===== src/rtl/mem_arbiter.sv =====
// Two-requester cache-line arbiter: grants I-cache (0) or D-cache (1) a WORD_NUM-beat
// wrapping burst to memory. Define MEM_ARB_RR_EN for round-robin ties; otherwise D-cache wins.
module mem_arbiter #(
   parameter int WORD_WIDTH = 32,
   parameter int ADR_WIDTH  = 32,
   parameter int WORD_NUM   = 4
) (
   input  logic                        clk,
   input  logic                        rst,
   input  logic                        req0_i,
   input  logic [ADR_WIDTH-1:0]        req0_adr_i,
   input  logic                        req0_rdwr_i,
   input  logic [WORD_WIDTH-1:0]       req0_dat_i,
   output logic                        req0_ack_o,
   output logic [WORD_WIDTH-1:0]       req0_dat_o,
   output logic [$clog2(WORD_NUM)-1:0] req0_word_o,
   input  logic                        req1_i,
   input  logic [ADR_WIDTH-1:0]        req1_adr_i,
   input  logic                        req1_rdwr_i,
   input  logic [WORD_WIDTH-1:0]       req1_dat_i,
   output logic                        req1_ack_o,
   output logic [WORD_WIDTH-1:0]       req1_dat_o,
   output logic [$clog2(WORD_NUM)-1:0] req1_word_o,
   output logic                        mem_req_o,
   output logic [ADR_WIDTH-1:0]        mem_adr_o,
   output logic                        mem_rdwr_o,
   output logic [WORD_WIDTH-1:0]       mem_dat_o,
   input  logic                        mem_ack_i,
   input  logic [WORD_WIDTH-1:0]       mem_dat_i,
   output logic [1:0]                  grant_o
);

   localparam int WB = $clog2(WORD_NUM);
   localparam int BO = $clog2(WORD_WIDTH / 8);
   localparam int LW = ADR_WIDTH - WB - BO;

   typedef enum logic [1:0] {IDLE, BURST, RELEASE} state_t;

   state_t          state, state_next;
   logic            owner, owner_next;
   logic            rdwr, rdwr_next;
   logic [LW-1:0]   line, line_next;
   logic [WB-1:0]   beat, beat_next;
   logic [WB-1:0]   cnt, cnt_next;
   logic            pick, tie_pick;
   logic [ADR_WIDTH-1:0] adr_sel;
   logic            unused_adr;
   logic            in_burst, ack;

`ifdef MEM_ARB_RR_EN
   logic            last, last_next;
   assign tie_pick = ~last;
`else
   assign tie_pick = 1'b1;
`endif

   assign pick       = (req0_i && req1_i) ? tie_pick : req1_i;
   assign adr_sel    = pick ? req1_adr_i : req0_adr_i;
   // Byte-offset bits of the request address never reach memory.
   assign unused_adr = ^adr_sel;

   always_ff @(posedge clk) begin
      if (!rst) begin
         state <= IDLE;
         owner <= 1'b0;
         rdwr  <= 1'b0;
         line  <= '0;
         beat  <= '0;
         cnt   <= '0;
`ifdef MEM_ARB_RR_EN
         last  <= 1'b1;
`endif
      end else begin
         state <= state_next;
         owner <= owner_next;
         rdwr  <= rdwr_next;
         line  <= line_next;
         beat  <= beat_next;
         cnt   <= cnt_next;
`ifdef MEM_ARB_RR_EN
         last  <= last_next;
`endif
      end
   end

   // The beat index wraps naturally in WB bits; cnt counts acked beats.
   always_comb begin
      state_next = state;
      owner_next = owner;
      rdwr_next  = rdwr;
      line_next  = line;
      beat_next  = beat;
      cnt_next   = cnt;
`ifdef MEM_ARB_RR_EN
      last_next  = last;
`endif
      case (state)
         IDLE: begin
            if (req0_i || req1_i) begin
               owner_next = pick;
               rdwr_next  = pick ? req1_rdwr_i : req0_rdwr_i;
               line_next  = adr_sel[ADR_WIDTH-1 -: LW];
               beat_next  = adr_sel[BO +: WB];
               cnt_next   = '0;
`ifdef MEM_ARB_RR_EN
               last_next  = pick;
`endif
               state_next = BURST;
            end
         end
         BURST: begin
            if (mem_ack_i) begin
               beat_next = beat + WB'(1);
               cnt_next  = cnt + WB'(1);
               if (cnt == WB'(WORD_NUM - 1)) state_next = RELEASE;
            end
         end
         RELEASE: state_next = IDLE;
         default: state_next = IDLE;
      endcase
   end

   // Acks are gated by rst so an abandoned burst never reports a beat.
   assign in_burst    = (state == BURST);
   assign ack         = in_burst & mem_ack_i & rst;

   assign mem_req_o   = in_burst;
   assign mem_adr_o   = in_burst ? (ADR_WIDTH'({line, beat}) << BO) : '0;
   assign mem_rdwr_o  = in_burst & rdwr;
   assign mem_dat_o   = in_burst ? (owner ? req1_dat_i : req0_dat_i) : '0;
   assign grant_o     = in_burst ? (owner ? 2'b10 : 2'b01) : 2'b00;

   assign req0_ack_o  = ack & ~owner;
   assign req1_ack_o  = ack & owner;
   assign req0_dat_o  = req0_ack_o ? mem_dat_i : '0;
   assign req1_dat_o  = req1_ack_o ? mem_dat_i : '0;
   assign req0_word_o = req0_ack_o ? beat : '0;
   assign req1_word_o = req1_ack_o ? beat : '0;

endmodule


===== config.mk =====
export PLATFORM = sky130hd
export DESIGN_NAME = mem_arbiter
export DESIGN_NICKNAME = d
export VERILOG_FILES = /design/src/rtl/mem_arbiter.sv
export SDC_FILE = /design/constraint.sdc
export NUM_CORES = 1
export LEC_CHECK = 0
export ABC_AREA = 0
export BUFFER_PORTS_ARGS = -buffer_cell sky130_fd_sc_hd__clkbuf_2
export CAP_MARGIN = 20
export CORE_AREA = 2 2 117 119
export CTS_CLUSTER_DIAMETER = 40
export DETAILED_ROUTE_END_ITERATION = 7
export DIE_AREA = 0 0 119 121
export GPL_TIMING_DRIVEN = 0
export PLACE_DENSITY_LB_ADDON = 0.3
export SETUP_SLACK_MARGIN = 0.05
export SKIP_LAST_GASP = 1
export SLEW_MARGIN = 30
export SYNTH_ARGS = -nofsm -noshare
export SYNTH_HDL_FRONTEND = slang
export SYNTH_SLANG_ARGS = --single-unit
export TNS_END_PERCENT = 1

===== constraint.sdc =====
create_clock -name clk -period 1.8 [get_ports clk]
set_input_delay 0.09 -clock clk [delete_from_list [all_inputs] [get_ports clk]]
set_output_delay 0.09 -clock clk [all_outputs]
set_load 0.05 [all_outputs]

Yosys cells after proc, flatten, opt, wreduce, memory -nomap -nowiden
Index checks and enable logic that the tools add are counted.
{ "classes": {"n_eq_ne": 5, "n_reduce_logical": 7, "bitwise_logic": 6, "add_sub_neg": 2, "mux": 22} }
{ "ops": {"columns": ["operator", "n"], "rows": [
  ["32-bit 2-to-1 mux", 6],
  ["2-bit 2-to-1 mux", 11],
  ["2-bit case mux with 2 select lines", 3],
  ["3-bit AND reduction", 2],
  ["1-bit bitwise AND", 5],
  ["2-bit by 1-bit adder with 2-bit output (second input constant)", 2],
  ["2-bit != test (second input constant)", 2],
  ["2-bit by 1-bit == test with 1-bit output (second input constant)", 1],
  ["2-bit == test (second input constant)", 1],
  ["2-bit logical NOT", 1],
  ["1-bit 2-to-1 mux", 2],
  ["2-bit by 1-bit != test with 1-bit output (second input constant)", 1],
  ["2-bit AND reduction", 1],
  ["2-bit nonzero test", 1],
  ["1-bit logical AND", 1],
  ["1-bit logical OR", 1],
  ["1-bit NOT", 1]
]} }
{ "totals": {"output_inout_bits": 138, "regBits": 36} }

Depth between registers and ports, before layout
{ "depth": {"word_depth": 5, "ltp_mapped": 6, "depth_no_buf": 4} }

Least setup slack after synthesis
No wires, ideal clock.
{ "synth_path": {"path_kind": "register to output", "from": "register state[1]", "to": "output req0_word_o[0]", "required_time_ns": 1.710, "slack_ns": -0.661, "path_stages_with_launch": 6, "path_buffers": 3, "arrival_ns": 2.371, "cell_sequence": "dfxtp_1 buf_2 nand2b_1 buf_6 buf_2 nor4_1"} }
{ "synth_between": {"elab_chain_len": 5} }
{ "synth_rtl": {"columns": ["item", "line_no", "source"], "rows": [
  ["start, declared", "39", "state_t state, state_next;"],
  ["start signal, assigned", "74", "state <= state_next;"],
  ["2-bit by 1-bit == test with 1-bit output", "124", "assign in_burst = (state == BURST);"],
  ["1-bit bitwise AND (2 in series)", "125", "assign ack = in_burst & mem_ack_i & rst;"],
  ["1-bit bitwise AND", "133", "assign req0_ack_o = ack & ~owner;"],
  ["2-bit 2-to-1 mux", "137", "assign req0_word_o = req0_ack_o ? beat : '0;"],
  ["end, declared", "16", "output logic [$clog2(WORD_NUM)-1:0] req0_word_o,"]
]} }
Every way passes these cells.

Final worst setup path
{ "layout_path": {"from": "register state[1]", "to": "output req1_dat_o[11]"} }
{ "layout_between": {"elab_chain_len": 5} }
{ "layout_rtl": {"columns": ["item", "line_no", "source"], "rows": [
  ["2-bit by 1-bit == test with 1-bit output", "124", null],
  ["1-bit bitwise AND (2 in series)", "125", null],
  ["1-bit bitwise AND", "134", "assign req1_ack_o = ack & owner;"],
  ["32-bit 2-to-1 mux", "136", "assign req1_dat_o = req1_ack_o ? mem_dat_i : '0;"],
  ["end, declared", "22", "output logic [WORD_WIDTH-1:0] req1_dat_o,"]
]} }
Every way passes these cells.

==> flow_metrics.tcl <==
set metrics [dict create \
    p_comb_share_pct 45.4 \
    cp_slowest_cell "dfxtp_4" \
    drc 0 \
    critical_path.startpoint_type "flop" \
    yosysWarnings 0 \
    worstSetupPathType "reg -> out" \
    worst_slew_pin_slew_ns 0.574 \
    ios 305 \
    ir_drop_v 0.000336 \
    cts_tree "done" \
    cp.buffers_inverters 4 \
    drive_gt1_share_pct 59.2 \
    r2r_cells 5 \
    hold_depth 3 \
    gr-usage-all-layers_pct 17.3 \
    period_minus_slack_ns 1.79 \
    swShare_pct 39.5 \
    status "finished, final reports clean" \
    holdPathEnd "state[1]$_SDFFE_PN0P_" \
    ys_ff_latch 36 \
    setup_tns_ns 0 \
    cp.required_ns 1.71 \
    max_slew_margin_pct 61.4 \
    die_h_um 121 \
    ant_nets 0 \
    cp-end-kind "output pin" \
    final_common_cell "clkbuf_2" \
    place.gp.congestion 0.796 \
    hold_viol_final 0 \
    fill_cells 1321 \
    fmax_mhz 559 \
    setup_viol 0 \
    hp-start "rst" \
    cap_violations 0 \
    synth_edf_count 0 \
    drt_wl_total_um 13700 \
    layout_common_cells "clkbuf_2 (203), mux2i_1 (62), buf_8 (57), and2_4 (50), and2_1 (47)" \
    crit_family "buffers and inverters" \
    syn_inst 365 \
    hpwl_um 10400 \
    area_growth_pct 100 \
    path_clk_slew_ns 0.05 \
    num_vias 3821 \
    regToRegEndpoint "line[7]$_SDFFE_PN0P_" \
    antenna_found_initial 1 \
    path_cells "nand2b_4 > buf_8 > nor3_4 > buf_6 > buf_8 > and2_1 > buf_6" \
    arrival_ns 1.70 \
    synth.avg_cell_area_um2 7.93 \
    clockBufferDepth 2 \
    cts.sink_count 36 \
    leakage_nw 2.94 \
    grt_start_max_net_pins 11 \
    portBuffers 297 \
    ctsRootBufferMaster "clkbuf_16" \
    drtIter0Drc 123 \
    yosysSeqAreaShare_pct 24.9 \
    synth_async_sr_flop_share_pct 0 \
    worst-r2r-setup-slack_ns 0.15 \
    dieArea_um2 14400 \
    antenna_cells 0 \
    min_path_type "in -> reg" \
    num_rows 42 \
    start_util_pct 22.1 \
    fin_skew_ns 0.00379 \
    vias_per_cell 4.45 \
    first_pass_iters 4 \
    grt_pass1_vias 3497 \
    max_stage_delay_ns 0.33 \
    power_density_nw_per_um2 544 \
    synthFlopType "dfxtp_1" \
    maxSlewViolCount 0 \
    crit_cells 7 \
    power_frac_seq_pct 28.9 \
    core-area_um2 13100 \
    clk_latency_ns 0.27 \
    crit_fanout 7 \
    p_clk_share_pct 25.7 \
    post-route-period-util_pct 99.3 \
    post_drt_wl_per_cell_um 15.9 \
    overflow 0 \
    p_sw_w 0.00125 \
    p_int_w 0.00191 \
    htree_num_levels 2 \
    cts_made_buffers 5 \
    timing.hold.ws_ns 0.0840 \
    synth_cell_type_count 35 \
    fp.dieW_um 119 \
    grt_setup_unrepaired "yes" \
    syn-cell-area_um2 2890 \
    ctsHoldBuffers 0 \
    grt_pass1_wl_um 19500 \
    finish.net_count 850 \
    rr_startpoint "state[1]$_SDFFE_PN0P_" \
]
## worst max-delay path by stage
stage / from / end / slack (ns)
after global routing: state[1]$_SDFFE_PN0P_ / req1_dat_o[11] / -0.06
after detailed placement: state[1]$_SDFFE_PN0P_ / mem_adr_o[15] / -0.13
after floorplan: state[1]$_SDFFE_PN0P_ / req0_word_o[0] / -0.09
after CTS: state[1]$_SDFFE_PN0P_ / req0_dat_o[15] / -0.01
after global placement: owner$_SDFFE_PN0P_ / req1_dat_o[15] / -0.12
final: state[1]$_SDFFE_PN0P_ / req1_dat_o[11] / 0.01
## synth_stat cells (all sizes together), types with 2 or more instances
cell type	n	share of area [%]
a21oi	34	5.9
o31ai	3	0.78
inv	3	0.39
nand2	3	0.39
buf	23	4.4
a211oi	29	7.5
dfxtp	36	25
nor4	2	0.43
nand3	2	0.35
nor3	3	1.3
nor2	37	4.8
and2	97	21
mux2i	62	21
clkbuf	14	2.0
## cell families after synthesis
kind of cell / synth area share, %
other: 0.130
and+or+nand+nor: 30.3
muxes: 21.8
adders and majority gates: 0.432
AOI/OAI and AO/OA: 15.5
buffers and inverters: 6.88
DFF: 24.9
## timing repair
action / CTS / global route
pin swaps: 2 / 4
setup endpoints to repair: 136 / 140
gates resized for setup: 176 / 127
gates cloned: 1 / 2
buffers inserted: 10 / 0
## per-stage QoR
| stage | cells | util, % | cell area, um2 | power (W) | worst slack [ns] |
|---|---|---|---|---|---|
| after CTS | 856 | 42.1 | 5510 | 0.00314 | -0.0128 |
| after floorplan | 366 | - | 2910 | 0.00181 | -0.0923 |
| final | 858 | 44.3 | 5800 | 0.00316 | 0.0125 |
| after global placement | 839 | 35.3 | 4620 | 0.00223 | -0.117 |
| after global routing | 858 | 44.3 | 5800 | 0.00332 | -0.0620 |
| after detailed placement | 839 | 35.3 | 4620 | 0.00223 | -0.126 |
## power groups by stage
stage | clock, W | sequential, W | combinational (W)
finish | 0.000812 | 0.000912 | 0.00143
global route | 0.000871 | 0.000922 | 0.00153
CTS | 0.000837 | 0.000912 | 0.00139
detailed placement | 0 | 0.000929 | 0.00130
global placement | 0 | 0.000926 | 0.00130
floorplan | 0 | 0.000918 | 0.000888
## flip-flops by register name, indices dropped and copies added, names as in the netlist
signal,count
beat,2
cnt,2
line,28
owner,1
rdwr,1
state,2
## layer usage
metal | vias up | routed length, um | global-route usage [%]
met2 | 177 | 6670 | 29.8
met4 | 2 | 402 | 4.99
li1 | 1889 | - | -
met1 | 1729 | 5700 | 21.7
met5 | - | 13 | 0
met3 | 24 | 874 | 3.52
## worst reg2reg max path: stages, from the launching register on
cell and delay (ns):
dfxtp_4 0.33, buf_4 0.16, nor2_1 0.26, and2_1 0.22
clkbuf_1 0.39, a211oi_1 0.15
## area by class of cell
class | instances | area, um2 | area share (%)
buffer | 36 | 254 | 4.38
clock buffer | 6 | 129 | 2.22
clock inverter | 1 | 5.00 | 0.0863
inverter | 4 | 22.5 | 0.389
multi-input combinational | 289 | 2120 | 36.6
sequential | 36 | 728 | 12.6
tap | 176 | 220 | 3.80
timing repair buffer | 310 | 2320 | 40.0
Note: power is estimated with default switching activity, not from simulation.
